$ cat config.mk
export PLATFORM = sky130hd
export DESIGN_NAME = mem_access_unit
export DESIGN_NICKNAME = d
export VERILOG_FILES = /design/src/rtl/mem_access_pkg.sv /design/src/rtl/wait_timer.sv /design/src/rtl/mem_access_unit.sv
export SDC_FILE = /design/constraint.sdc
export NUM_CORES = 1
export LEC_CHECK = 0
export ABC_AREA = 1
export BUFFER_PORTS_ARGS = -buffer_cell sky130_fd_sc_hd__buf_2
export CAP_MARGIN = 20
export CORE_AREA = 3 3 83 85
export CTS_BUF_LIST = sky130_fd_sc_hd__clkbuf_4
export CTS_CLUSTER_SIZE = 40
export DETAILED_ROUTE_END_ITERATION = 10
export DIE_AREA = 0 0 86 88
export PLACE_DENSITY_LB_ADDON = 0.08
export SKIP_CTS_REPAIR_TIMING = 1
export SLEW_MARGIN = 0
export SYNTH_ARGS = -nofsm -noshare
export SYNTH_HDL_FRONTEND = slang
export SYNTH_HIERARCHICAL = 1
export SYNTH_SLANG_ARGS = --single-unit
export TNS_END_PERCENT = 50
$ cat constraint.sdc
create_clock -name clk -period 1.58 [get_ports clk]
set_clock_uncertainty 0.1 [all_clocks]
set_input_delay 0.474 -clock clk [delete_from_list [all_inputs] [get_ports clk]]
set_output_delay 0.474 -clock clk [all_outputs]
set_load 0.03 [all_outputs]
$ cat src/rtl/mem_access_pkg.sv
// Shared types and default sizing for the MAR/MDR memory access unit.
package mem_access_pkg;

  typedef enum logic [1:0] {IDLE, REQ, DONE, ERR} accState_t;

  localparam int unsigned DefDataW   = 32;
  localparam int unsigned DefAddrW   = 9;
  localparam int unsigned DefTimeout = 64;
  localparam int unsigned DefTimerW  = $clog2(DefTimeout);

endpackage

$ cat src/rtl/wait_timer.sv
// Wait-state counter for the access watchdog: clears on request entry, flags expiry at Limit-1.
module wait_timer
  import mem_access_pkg::*;
#(
  parameter int unsigned Width = DefTimerW,
  parameter int unsigned Limit = DefTimeout
) (
  input  logic clk,
  input  logic clr_n,
  input  logic clear,
  input  logic enable,
  output logic expire
);

  logic [Width-1:0] countQ;

  always_ff @(posedge clk or negedge clr_n) begin
    if (!clr_n) begin
      countQ <= '0;
    end else if (clear) begin
      countQ <= '0;
    end else if (enable && !expire) begin
      countQ <= countQ + 1'b1;
    end
  end

  assign expire = (countQ == Width'(Limit - 1));

endmodule

$ cat src/rtl/mem_access_unit.sv
// MAR/MDR memory access unit with a request/acknowledge memory port.
// Optional watchdog enabled by defining MEM_ACCESS_TIMEOUT_EN.
module mem_access_unit
  import mem_access_pkg::*;
#(
  parameter int unsigned DATA_W  = DefDataW,
  parameter int unsigned ADDR_W  = DefAddrW,
  parameter int unsigned TIMEOUT = DefTimeout
) (
  input  logic              clk,
  input  logic              clr_n,
  input  logic [DATA_W-1:0] bus_in,
  input  logic              MARin,
  input  logic              MDRin,
  input  logic              Read,
  input  logic              Write,
  output logic [ADDR_W-1:0] mar_q,
  output logic [DATA_W-1:0] mdr_q,
  output logic              busy,
  output logic              done,
  output logic              timeout_err,
  output logic              mem_req,
  output logic              mem_we,
  output logic [ADDR_W-1:0] mem_addr,
  output logic [DATA_W-1:0] mem_wdata,
  input  logic [DATA_W-1:0] mem_rdata,
  input  logic              mem_ack
);

  if (TIMEOUT < 2) begin : gBadTimeout
    $error("mem_access_unit: TIMEOUT must be at least 2");
  end

  accState_t         stateQ, stateD;
  logic [ADDR_W-1:0] marQ;
  logic [DATA_W-1:0] mdrQ;
  logic              weQ;
  logic              inReq;
  logic              cmdOk;
  logic              start;
  logic              expire;

  assign inReq = (stateQ == REQ);
  assign cmdOk = (stateQ == IDLE) || (stateQ == DONE);
  assign start = cmdOk && (Read || Write);

  always_comb begin
    stateD = stateQ;
    case (stateQ)
      IDLE: if (start) stateD = REQ;
      REQ: begin
        // Ack takes priority over an expiring watchdog in the same cycle.
        if (mem_ack)     stateD = DONE;
        else if (expire) stateD = ERR;
      end
      DONE:    stateD = start ? REQ : IDLE;
      ERR:     stateD = IDLE;
      default: stateD = IDLE;
    endcase
  end

  always_ff @(posedge clk or negedge clr_n) begin
    if (!clr_n) begin
      stateQ <= IDLE;
      marQ   <= '0;
      mdrQ   <= '0;
      weQ    <= 1'b0;
    end else begin
      stateQ <= stateD;
      if (start) weQ <= Write;
      // Address and data registers are frozen while an access is in flight.
      if (MARin && !inReq) marQ <= bus_in[ADDR_W-1:0];
      if (inReq && mem_ack && !weQ) begin
        mdrQ <= mem_rdata;
      end else if (MDRin && !inReq) begin
        mdrQ <= bus_in;
      end
    end
  end

`ifdef MEM_ACCESS_TIMEOUT_EN
  localparam int unsigned TimerW = $clog2(TIMEOUT);

  logic errQ;

  wait_timer #(
    .Width(TimerW),
    .Limit(TIMEOUT)
  ) uWaitTimer (
    .clk   (clk),
    .clr_n (clr_n),
    .clear (start),
    .enable(inReq && !mem_ack),
    .expire(expire)
  );

  always_ff @(posedge clk or negedge clr_n) begin
    if (!clr_n) begin
      errQ <= 1'b0;
    end else if (start) begin
      errQ <= 1'b0;
    end else if (inReq && !mem_ack && expire) begin
      errQ <= 1'b1;
    end
  end

  assign timeout_err = errQ;
`else
  assign expire      = 1'b0;
  assign timeout_err = 1'b0;
`endif

  assign mar_q     = marQ;
  assign mdr_q     = mdrQ;
  assign busy      = inReq;
  assign done      = (stateQ == DONE);
  assign mem_req   = inReq;
  assign mem_we    = weQ;
  assign mem_addr  = marQ;
  assign mem_wdata = mdrQ;

endmodule

-- After elaboration in Yosys (flattened, before gate mapping)
Index checks and enable logic that the tools add are counted.
- register bits after elaboration: 44
- logic and storage cells: 27
- input bits: 71
- output and inout port bits: 87
- equality and inequality tests: 5
- multiplexer cells: 6
- reduce and logical (&&, ||, !) cells: 12
- operator list (kind ; number):
    32-bit 2-to-1 mux ; 2
    2-bit one-hot mux with 4 select lines ; 1
    1-bit logical AND ; 5
    2-bit equality test, second input constant ; 2
    2-bit 2-to-1 mux ; 2
    2-bit inequality test, second input constant ; 2
    2-bit by 1-bit equality test with 1-bit output, second input constant ; 1
    1-bit logical NOT ; 2
    2-bit logical NOT ; 1
    1-bit logical OR ; 2
    2-bit AND reduction ; 1
    2-bit nonzero test ; 1
    1-bit 2-to-1 mux ; 1

-- Longest topological paths before layout
- word-level depth: 5
- gate-level depth with buffers: 7
- mapped depth without buffers: 6

-- Worst setup path after synthesis
Ideal clock, no wire load.
- path kind: register -> output
- from: register stateQ[0]
- to: output port mem_req
- required time: 1006 ps
- path slack: -42 ps
- stages on the path, launching flop included: 5
- data arrival time: 1048 ps
- path buffers: 2
- cell sequence: dfrtp_1 inv_2 nor2_8 buf_6 buf_4
- cells in the longest elaborated chain, start to end: 1
- RTL lines (element ; line ; source):
    from (decl) ; mem_access_unit.sv:34 ; accState_t stateQ, stateD;
    from (signal assigned) ; mem_access_unit.sv:69 ; stateQ <= stateD;
    2-bit by 1-bit equality test with 1-bit output ; mem_access_unit.sv:43 ; assign inReq = (stateQ == REQ);
    to (decl) ; mem_access_unit.sv:22 ; output logic mem_req,
Every way passes these cells.

-- Worst setup path in the final report
- from: register stateQ[1]
- to: output port mem_req
The elaborated chain is that of the path after synthesis.

==> impl_metrics.csv <==
group,metric,value,unit
run_status,status,"complete, but fails checks",
run_status,violations,"setup timing",
timing,finalCriticalPeriod,1.71,ns
clock_network,cts_max_level,2,
critical_path,arrival,1.13,ns
yosys,syn_inst,383,
power,switching_share,56.7,%
global_route,antenna_found_initial,0,
timing,setup_tns,-0.338,ns
timing,final_max_slew_viol_count,0,
finish,final_cell_mix,"139 x buf_2, 116 x nand2_1, 73 x nand3_1",
finish,n_antenna_cell,0,
yosys,synth.area.top_cells,"dfrtp_1 39%, nand2_1 15%, nand3_1 13%, buf_4 12%, nand4_1 7.0%",
routing,wl_per_cell,13.6,um
power,ir_drop,1.30,mV
global_route,grt_pass1_wl,12100,um
routing,drtAntennaViolNets,0,
finish,drive_gt1_share,38.6,%
yosys,synth.top_cell.area_share,38.6,%
finish,multiInputGateArea,1100,um2
floorplanning,initial_core_util,45.4,%
clock_network,clk_path_buf_depth,2,
yosys,ys_ff_latch,44,
yosys,ys_warn_count,6,
routing,drc_errors,0,
critical_path,cp_max_fo,4,
placed_design,dp_hpwl,5570,um
timing,holdWs,0.236,ns
clock_network,clk-insertion-delay-late,0.34,ns
floorplanning,fp-row-count,29,
worst_hold_path,hp-class,"primary input to flop",
clock_network,clk_pin_slew,0.12,ns
timing,finalHoldViolCount,0,
critical_path,required,1.01,ns
job,drv_cap,0,
timing,fmax,586,MHz
routing,num_vias,2810,
timing,setup_slack,-0.126,ns
critical_path,crit_path_end_kind,"output pin",
power,switching_power,4890,uW
yosys,yosys.area.top_type,"dfrtp_1",
clock_network,root_buffer,"clkbuf_4",
power,internal_power,3740,uW
power,p_seq_share,25.1,%
global_route,grt_use_total,20.0,%
routing,drt_wl_total,7830,um
routing,drt_iter0_drc,124,
placed_design,finalWeightedCongestion,0.766,
power,powerDensity,2390,nW/um2
global_route,first_global_vias,2561,
critical_path,critPathKind,"flop to output pin",
finish,final_common_cell,"buf_2",
critical_path,critPathMaxStageDelay,0.48,ns
floorplanning,die_height,88,um
finish,syn_to_final_growth,26.4,%
global_route,grt_max_degree,37,
finish,seqCellArea,1100,um2
power,combPwrFrac,69.0,%
clock_network,clock-sinks,44,
routing,first_pass_iters,4,
power,power_leakage,0.00219,uW
floorplanning,design.core.area,6280,um2
clock_network,cts_buffers,5,
timing,setup_viol,3,
critical_path,path_cells,"nor2_8 > buf_6",
yosys,syn_avg_cell_area,7.45,um2
routing,viasPerCell,4.90,
floorplanning,die_x,86,um
yosys,syn_nets,454,
yosys,ys_seq_area_share,38.6,%
global_route,grt_overflow_total,0,
floorplanning,io_pins,158,
power,clkPwrFrac,5.9,%
timing,post-route-period-util,108,%
finish,fillerInstances,619,
yosys,synth_cell_types,20,
timing,rsz0062_at_grt,"true",
finish,nets,568,
critical_path,start_kind,"flop",
yosys,synth_area,2850,um2
floorplanning,dieArea,7570,um2
placed_design,port_buffers,156,
clock_network,tritoncts,"built",
critical_path,critical_path.slowest_cell,"dfrtp_2",
-- logic make-up after synthesis --
| family | synth area share [%] |
|---|---|
| AO/OA/AOI/OAI | 0.395 |
| buffers and inverters | 23.1 |
| other | 0.131 |
| flip-flops | 38.6 |
| AND/OR/NAND/NOR | 37.8 |
-- power by group through the flow --
stage	logic, uW	clock network (uW)	registers (uW)
floorplan	3660	0	3240
global placement	5580	0	2170
detailed placement	5610	0	2200
CTS	5620	537	2170
global route	6400	579	2260
finish	5950	505	2170
-- Yosys cell counts --
cell / number
buf_6: 9
nor2_1: 3
clkbuf_1: 2
buf_1: 2
conb_1: 1
inv_1: 33
dfrtp_1: 44
clkinv_1: 1
nand4_1: 32
buf_2: 11
buf_4: 47
nand3_1: 73
nor2_8: 1
nand2_2: 2
nand2_4: 1
nand2_1: 116
o22ai_1: 1
inv_2: 2
nand4_4: 1
o21ai_0: 1
-- path summary, 6_finish.rpt --
path | startpoint | to | slack, ns | depth (start not counted)
min reg2reg | mar_q[7]$_DFFE_PN0P_ | mar_q[7]$_DFFE_PN0P_ | 0.40 | 2
max in group asynchronous | clr_n | mdr_q[12]$_DFFE_PN0P_ | 0.44 | 3
max | stateQ[1]$_DFFE_PN0P_ | mem_req | -0.13 | 2
max reg2reg | stateQ[0]$_DFFE_PN0P_ | mar_q[8]$_DFFE_PN0P_ | 0.07 | 7
min in group asynchronous | clr_n | mdr_q[14]$_DFFE_PN0P_ | 0.50 | 2
min | Write | mem_we$_DFFE_PN0P_ | 0.24 | 3
-- layer usage --
metal	vias to the layer above	global-route usage, %	share of wire [%]
met5	-	0	0
met4	0	5.90	0.59
met3	6	3.39	6.8
met2	99	35.4	51
met1	1286	24.9	41
li1	1419	-	-
-- critical path, delay by kind of cell (launching register included) --
kind,cells,cell delay (ns)
DFF,1,0.48
and+or+nand+nor,1,0.16
buffers and inverters,1,0.14
-- layout make-up --
| type | instances | share of cell area, % |
|---|---|---|
| Clock buffer | 5 | 1.04 |
| Clock inverter | 2 | 0.208 |
| Inverter | 36 | 3.82 |
| Multi-Input combinational cell | 232 | 30.5 |
| Sequential cell | 44 | 30.6 |
| Tap cell | 77 | 2.67 |
| Timing Repair Buffer | 178 | 31.2 |
-- registers in the layout, summed over array words and instances (netlist names) --
name / flops
mar_q: 9
mem_we: 1
mdr_q: 32
stateQ: 2
-- through the flow --
stage	total power [uW]	area [um2]	utilization, %	std cells	setup WS (ns)
final	8620	3610	57.5	574	-0.126
after floorplan	6900	2850	-	383	0.0357
after CTS	8330	3440	54.8	564	-0.256
after global routing	9230	3610	57.5	574	-0.167
after detailed placement	7810	3400	54.1	557	0.152
after global placement	7750	3400	54.1	557	0.160
Note: power is estimated with default switching activity, not from simulation.
